`src/rtl/nand_cycle_sequencer.sv`:
```
// nand_cycle_sequencer
//   Turns one NAND request (command byte, 0..5 address bytes and an optional
//   confirm byte) into a series of IO unit cycles. Each byte gets a one-cycle
//   io_activate pulse followed by a wait phase that completes once the IO unit
//   has been seen busy and then idle again.
//
// Ports
//   clk, reset      : clock, asynchronous active-high reset
//   start           : request strobe, sampled only in IDLE
//   cmd, cmd2       : command byte and confirm byte (cmd2 only with the macro)
//   addr, addr_cnt  : address bytes (byte 0 first) and count (6/7 act as 5)
//   io_activate     : one-cycle pulse starting an IO unit cycle
//   io_data         : byte to the IO unit, zero-extended to 16 bits
//   io_busy         : IO unit busy flag
//   cle, ale, nce   : NAND command latch, address latch, chip enable (low)
//   busy, done      : request in progress, one-cycle completion pulse
//
// Configuration
//   NAND_SEQ_CMD2_EN : adds the cmd2 port and the CMD2/CMD2_W confirm phase
//                      issued after the address bytes.
module nand_cycle_sequencer (
  input  logic        clk,
  input  logic        reset,
  input  logic        start,
  input  logic [7:0]  cmd,
`ifdef NAND_SEQ_CMD2_EN
  input  logic [7:0]  cmd2,
`endif
  input  logic [39:0] addr,
  input  logic [2:0]  addr_cnt,
  output logic        io_activate,
  output logic [15:0] io_data,
  input  logic        io_busy,
  output logic        cle,
  output logic        ale,
  output logic        nce,
  output logic        busy,
  output logic        done
);

  localparam int unsigned BYTE_W    = 8;
  localparam int unsigned ADDR_BITS = 40;
  localparam int unsigned CNT_W     = 3;
  localparam int unsigned IO_W      = 16;

  typedef enum logic [2:0] {
    IDLE   = 3'd0,
    CMD    = 3'd1,
    CMD_W  = 3'd2,
    ADDR   = 3'd3,
    ADDR_W = 3'd4,
    CMD2   = 3'd5,
    CMD2_W = 3'd6,
    DONE   = 3'd7
  } state_t;

  // Where the sequence goes once the address phase (or its absence) is over.
`ifdef NAND_SEQ_CMD2_EN
  localparam state_t POST_ADDR = CMD2;
`else
  localparam state_t POST_ADDR = DONE;
`endif

  state_t               state_q;
  state_t               state_d;
  logic [BYTE_W-1:0]    cmd_q;
`ifdef NAND_SEQ_CMD2_EN
  logic [BYTE_W-1:0]    cmd2_q;
`endif
  logic [ADDR_BITS-1:0] addr_q;
  logic [CNT_W-1:0]     cnt_q;
  logic [CNT_W-1:0]     idx_q;
  logic                 seen_q;
  logic [CNT_W-1:0]     cnt_clamp_c;
  logic                 issue_c;
  logic                 wait_c;
  logic                 w_exit_c;
  logic                 more_addr_c;
  logic [BYTE_W-1:0]    addr_byte_c;

  assign cnt_clamp_c = (addr_cnt > CNT_W'(5)) ? CNT_W'(5) : addr_cnt;
  assign issue_c     = (state_q == CMD) || (state_q == ADDR) || (state_q == CMD2);
  assign wait_c      = (state_q == CMD_W) || (state_q == ADDR_W) || (state_q == CMD2_W);
  // A wait phase ends only after the IO unit went busy and then dropped busy.
  assign w_exit_c    = seen_q && !io_busy;
  assign more_addr_c = (idx_q + CNT_W'(1)) < cnt_q;

  // State register.
  always_ff @(posedge clk or posedge reset) begin
    if (reset) begin
      state_q <= IDLE;
    end else begin
      state_q <= state_d;
    end
  end

  // Next-state logic.
  always_comb begin
    state_d = state_q;
    case (state_q)
      IDLE:    if (start) state_d = CMD;
      CMD:     state_d = CMD_W;
      CMD_W:   if (w_exit_c) state_d = (cnt_q != '0) ? ADDR : POST_ADDR;
      ADDR:    state_d = ADDR_W;
      ADDR_W:  if (w_exit_c) state_d = more_addr_c ? ADDR : POST_ADDR;
`ifdef NAND_SEQ_CMD2_EN
      CMD2:    state_d = CMD2_W;
      CMD2_W:  if (w_exit_c) state_d = DONE;
`endif
      DONE:    state_d = IDLE;
      default: state_d = IDLE;
    endcase
  end

  // Request capture, busy-seen flag and address byte index.
  always_ff @(posedge clk or posedge reset) begin
    if (reset) begin
      cmd_q  <= '0;
`ifdef NAND_SEQ_CMD2_EN
      cmd2_q <= '0;
`endif
      addr_q <= '0;
      cnt_q  <= '0;
      idx_q  <= '0;
      seen_q <= 1'b0;
    end else begin
      if ((state_q == IDLE) && start) begin
        cmd_q  <= cmd;
`ifdef NAND_SEQ_CMD2_EN
        cmd2_q <= cmd2;
`endif
        addr_q <= addr;
        cnt_q  <= cnt_clamp_c;
        idx_q  <= '0;
      end
      // Every issue state is followed by a wait state, so clearing here
      // gives each wait phase a fresh flag.
      if (issue_c) begin
        seen_q <= 1'b0;
      end else if (wait_c && io_busy) begin
        seen_q <= 1'b1;
      end
      if ((state_q == ADDR_W) && w_exit_c) begin
        idx_q <= idx_q + CNT_W'(1);
      end
    end
  end

  // Address byte selected by the current index.
  always_comb begin
    addr_byte_c = '0;
    case (idx_q)
      3'd0:    addr_byte_c = addr_q[7:0];
      3'd1:    addr_byte_c = addr_q[15:8];
      3'd2:    addr_byte_c = addr_q[23:16];
      3'd3:    addr_byte_c = addr_q[31:24];
      3'd4:    addr_byte_c = addr_q[39:32];
      default: addr_byte_c = '0;
    endcase
  end

  // Moore outputs decoded from the registered state and captured request.
  always_comb begin
    io_activate = 1'b0;
    io_data     = '0;
    cle         = 1'b0;
    ale         = 1'b0;
    nce         = 1'b1;
    busy        = 1'b1;
    done        = 1'b0;
    case (state_q)
      IDLE: begin
        busy = 1'b0;
      end
      CMD, CMD_W: begin
        io_activate = (state_q == CMD);
        io_data     = IO_W'(cmd_q);
        cle         = 1'b1;
        nce         = 1'b0;
      end
      ADDR, ADDR_W: begin
        io_activate = (state_q == ADDR);
        io_data     = IO_W'(addr_byte_c);
        ale         = 1'b1;
        nce         = 1'b0;
      end
`ifdef NAND_SEQ_CMD2_EN
      CMD2, CMD2_W: begin
        io_activate = (state_q == CMD2);
        io_data     = IO_W'(cmd2_q);
        cle         = 1'b1;
        nce         = 1'b0;
      end
`endif
      DONE: begin
        done = 1'b1;
      end
      default: begin
        busy = 1'b0;
      end
    endcase
  end

endmodule

```
`config.mk`:
```
export PLATFORM = sky130hd
export DESIGN_NAME = nand_cycle_sequencer
export DESIGN_NICKNAME = d
export VERILOG_FILES = /design/src/rtl/nand_cycle_sequencer.sv
export SDC_FILE = /design/constraint.sdc
export NUM_CORES = 1
export LEC_CHECK = 0
export ABC_AREA = 1
export CAP_MARGIN = 0
export CORE_ASPECT_RATIO = 0.5
export CORE_MARGIN = 3
export CORE_UTILIZATION = 45
export DETAILED_ROUTE_END_ITERATION = 8
export PLACE_DENSITY = 0.74
export SYNTH_ARGS = -nofsm -noshare
export SYNTH_HDL_FRONTEND = slang
export SYNTH_SLANG_ARGS = --single-unit
```
`constraint.sdc`:
```
create_clock -name clk -period 2.2 [get_ports clk]
set_input_delay 0.44 -clock clk [delete_from_list [all_inputs] [get_ports clk]]
set_output_delay 0.44 -clock clk [all_outputs]
set_load 0.02 [all_outputs]
```
==> impl_results.md <==
- Status: finished, violations left
- Failing checks: negative setup slack
- Vias per cell: 4.63
- Peak Freq: 0.441 GHz
- Worst R2R Setup Slack: 0.46 ns
- Tot GR Track Use: 20.4%
- Mux cell area share after synthesis: 0%
- Flops & latches, synth: 58
- Clock Skews: 0.00468 ns
- Core Rows: 20
- DIE AREA: 7770 um^2
- Most common cell on crit path: nand2_1
- Largest net degree at the start of global routing: 46
- Nets: 554
- Kind of critical path: flop to output port
- HP Class: input pin to async pin
- Compound-gate portion of the synthesized area: 6.56%
- Main combinational cell family by area after synthesis: simple AND/OR/NAND/NOR gates
- Hold slack: 0.381 ns
- Worst reg2reg path depth: 10
- # Max-Cap Violations: 0
- Synth top cells by count: nand2_1 (203), dfrtp_1 (58), inv_1 (41)
- Clock tree sinks: 58
- Post-Route Utilization: 67.6%
- Crit path required time: 1.76 ns
- Clock transition at path regs: 0.05 ns
- Yosys warns: 0
- Die width: 122 um
- Setup tns final: -0.325 ns
- Post-synthesis cell type count: 26
- Starting density of the core: 47.9%
- Vias: 2707
- Synth area leaders: dfrtp_1 (48%), nand2_1 (25%), inv_1 (5.1%)
- Root buf cell: clkbuf_16
- Critical path origin: idx_q[1]
- Cts-stage hold buffer count: 0
- LEAKAGE: 2.22 nW
- CP peak stage delay: 0.44 ns
- Register area: 1450 um^2
- Initial antenna violation count: 0
- Worst Slack Setup Final: -0.0655 ns
- Routed WL per cell: 12.7 um
- Post-Synth Adder-Cell Area: 2.91%
- Boundary Pins: 77
- First-pass GRT wire length: 12.3 mm
- PortBufs: 68
- Final Non-Filler Cells: 585
- Vias in the first global route: 2635
- Worst r2r src: idx_q[1]
- H-tree levels: 3
- Fill count: 532
- CTS Buf Count: 9
- Max VDD drop: 991 uV
- Final WL: 7.42 mm
- Final hold violation count: 0
- CTS max path bufs: 2
- Min cycle time layout: 2.27 ns
- Drt first pass iters: 4
- Highest net fanout along the worst path: 7
- Post-Synth Simple-Gate Area: 31.7%
- Most repeated cell in the gate-level netlist after synthesis: nand2_1
- Crit path cell chain: ha_2, ha_4, inv_2, buf_4, o21ai_1, inv_1, nand2_1, nand2_1, nand2_2, buf_6
- Yosys top cell by area: dfrtp_1
- Dpl cells: 565
- Asr flop ratio synth: 100%
- DP Wirelength: 5.24 mm
- Antenna cells: 0
- Sequential share of the synthesized area: 48.2%
- Worst R2R End: state_q[2]
- Clk_lat worst skew: 0.33 ns
- PD cells: 1350 nW/um^2
- Final Wtd Congestion: 0.881
- CTS tree: yes
- Gr ovfl total: 0
- Setup Viol. Count Final: 8
- Post-synthesis average cell area: 7.45 um^2
- Xor/xnor share of the synthesized area: 0%
- RSZ-0062 raised after global routing: true
- Crit. End Element: output port
- Main synth FF type: dfrtp_1
- EDFF count, synth: 0
- Crit path buffers/inverters: 4
- CP max stage cell: dfrtp_2
- Fin crit share: 103%
- Die Span Y: 63.8 um
- Synthesized cell area: 3010 um^2
- Share of cells above drive strength 1: 17.3%
- Type of origin of the critical path: flop
- Syn-to-layout area delta: 41.0%
- Post-Syn Instances: 404
- Pins Over Slew Limit: 0
- # DRC: 0
- Worst Path Arrival: 1.83 ns
- Delay-heaviest family, CP: buffers and inverters
- Multi-input logic area: 1340 um^2
- Detail Route Antenna Nets: 0
- Synth top area share: 48.2%
- Core Area: 6280 um^2
- Dpl ws: -0.161 ns
- 1st-iter DRT viols: 157
-- flip-flops by register name, indices dropped and copies added (netlist names) --
register and count:
seen_q 1, cnt_q 3, cmd_q 8, state_q 3
idx_q 3, addr_q 40
-- worst max path at each step --
stage | to | slack (ns) | depth (start not counted)
detailed placement | io_data[0] | -0.16 | 12
global placement | io_data[0] | -0.11 | 9
finish | io_data[4] | -0.07 | 10
CTS | io_data[6] | -0.11 | 13
global route | io_data[5] | -0.20 | 13
floorplan | busy | 0.29 | 6
-- worst register-to-register path, stage by stage (launching register included) --
cell and delay, ns:
dfrtp_2 0.44, ha_2 0.21, ha_4 0.26, inv_1 0.04, ha_1 0.29, a21oi_1 0.13
nand2_1 0.07, nand2_1 0.05, nand2_1 0.05, nand2_1 0.05, nand2_1 0.05
-- timing repair --
action / CTS / global route
endpoints found under the setup margin: 13 / 13
buffers inserted: 2 / 2
gates resized for setup: 47 / 48
pin swaps: 0 / 9
-- per-layer routing --
layer / GRT usage, % / routed length (um) / vias to the layer above
met1: 26.8 / 3330 / 1230
met4: 4.89 / 73 / 0
li1: - / - / 1388
met3: 7.87 / 514 / 11
met2: 32.1 / 3500 / 78
met5: 0 / 0 / -
-- per-stage QoR --
stage,power (mW),area (um^2)
after CTS,5.64,4120
after global routing,6.20,4250
after global placement,4.16,3810
after detailed placement,4.21,3810
final,5.73,4250
after floorplan,3.38,3040
-- where the power goes --
part / switching (mW) / internal [mW] / total, mW
Combinational: 1.45 / 0.965 / 2.41
Clock: 0.478 / 1.02 / 1.49
Sequential: 0.273 / 1.56 / 1.83
-- cells in the final DEF (no fill, tap or decap), types with 8 or more instances in the layout --
cell / netlist / final
nand2_2: 1 / 12
dfrtp_1: 58 / 57
clkbuf_16: 0 / 9
o21ai_0: 16 / 10
buf_4: 10 / 18
nand2_1: 203 / 192
inv_1: 41 / 35
nor2_1: 28 / 27
o21ai_2: 7 / 10
clkdlybuf4s50_1: 0 / 54
conb_1: 1 / 8
buf_6: 5 / 9
-- area by class of cell --
class | count | area share [%]
sequential | 58 | 34.2
multi-input combinational | 292 | 31.6
timing repair buffer | 89 | 20.3
clock buffer | 11 | 5.72
inverter | 42 | 3.71
tap | 88 | 2.59
clock inverter | 5 | 1.83
-- logic make-up after synthesis --
family	after synthesis
other cells	1
flops	58
buf+inv	61
simple gates	244
fa+ha+maj	7
compound gates	33
(Power assumes the default switching activity.)
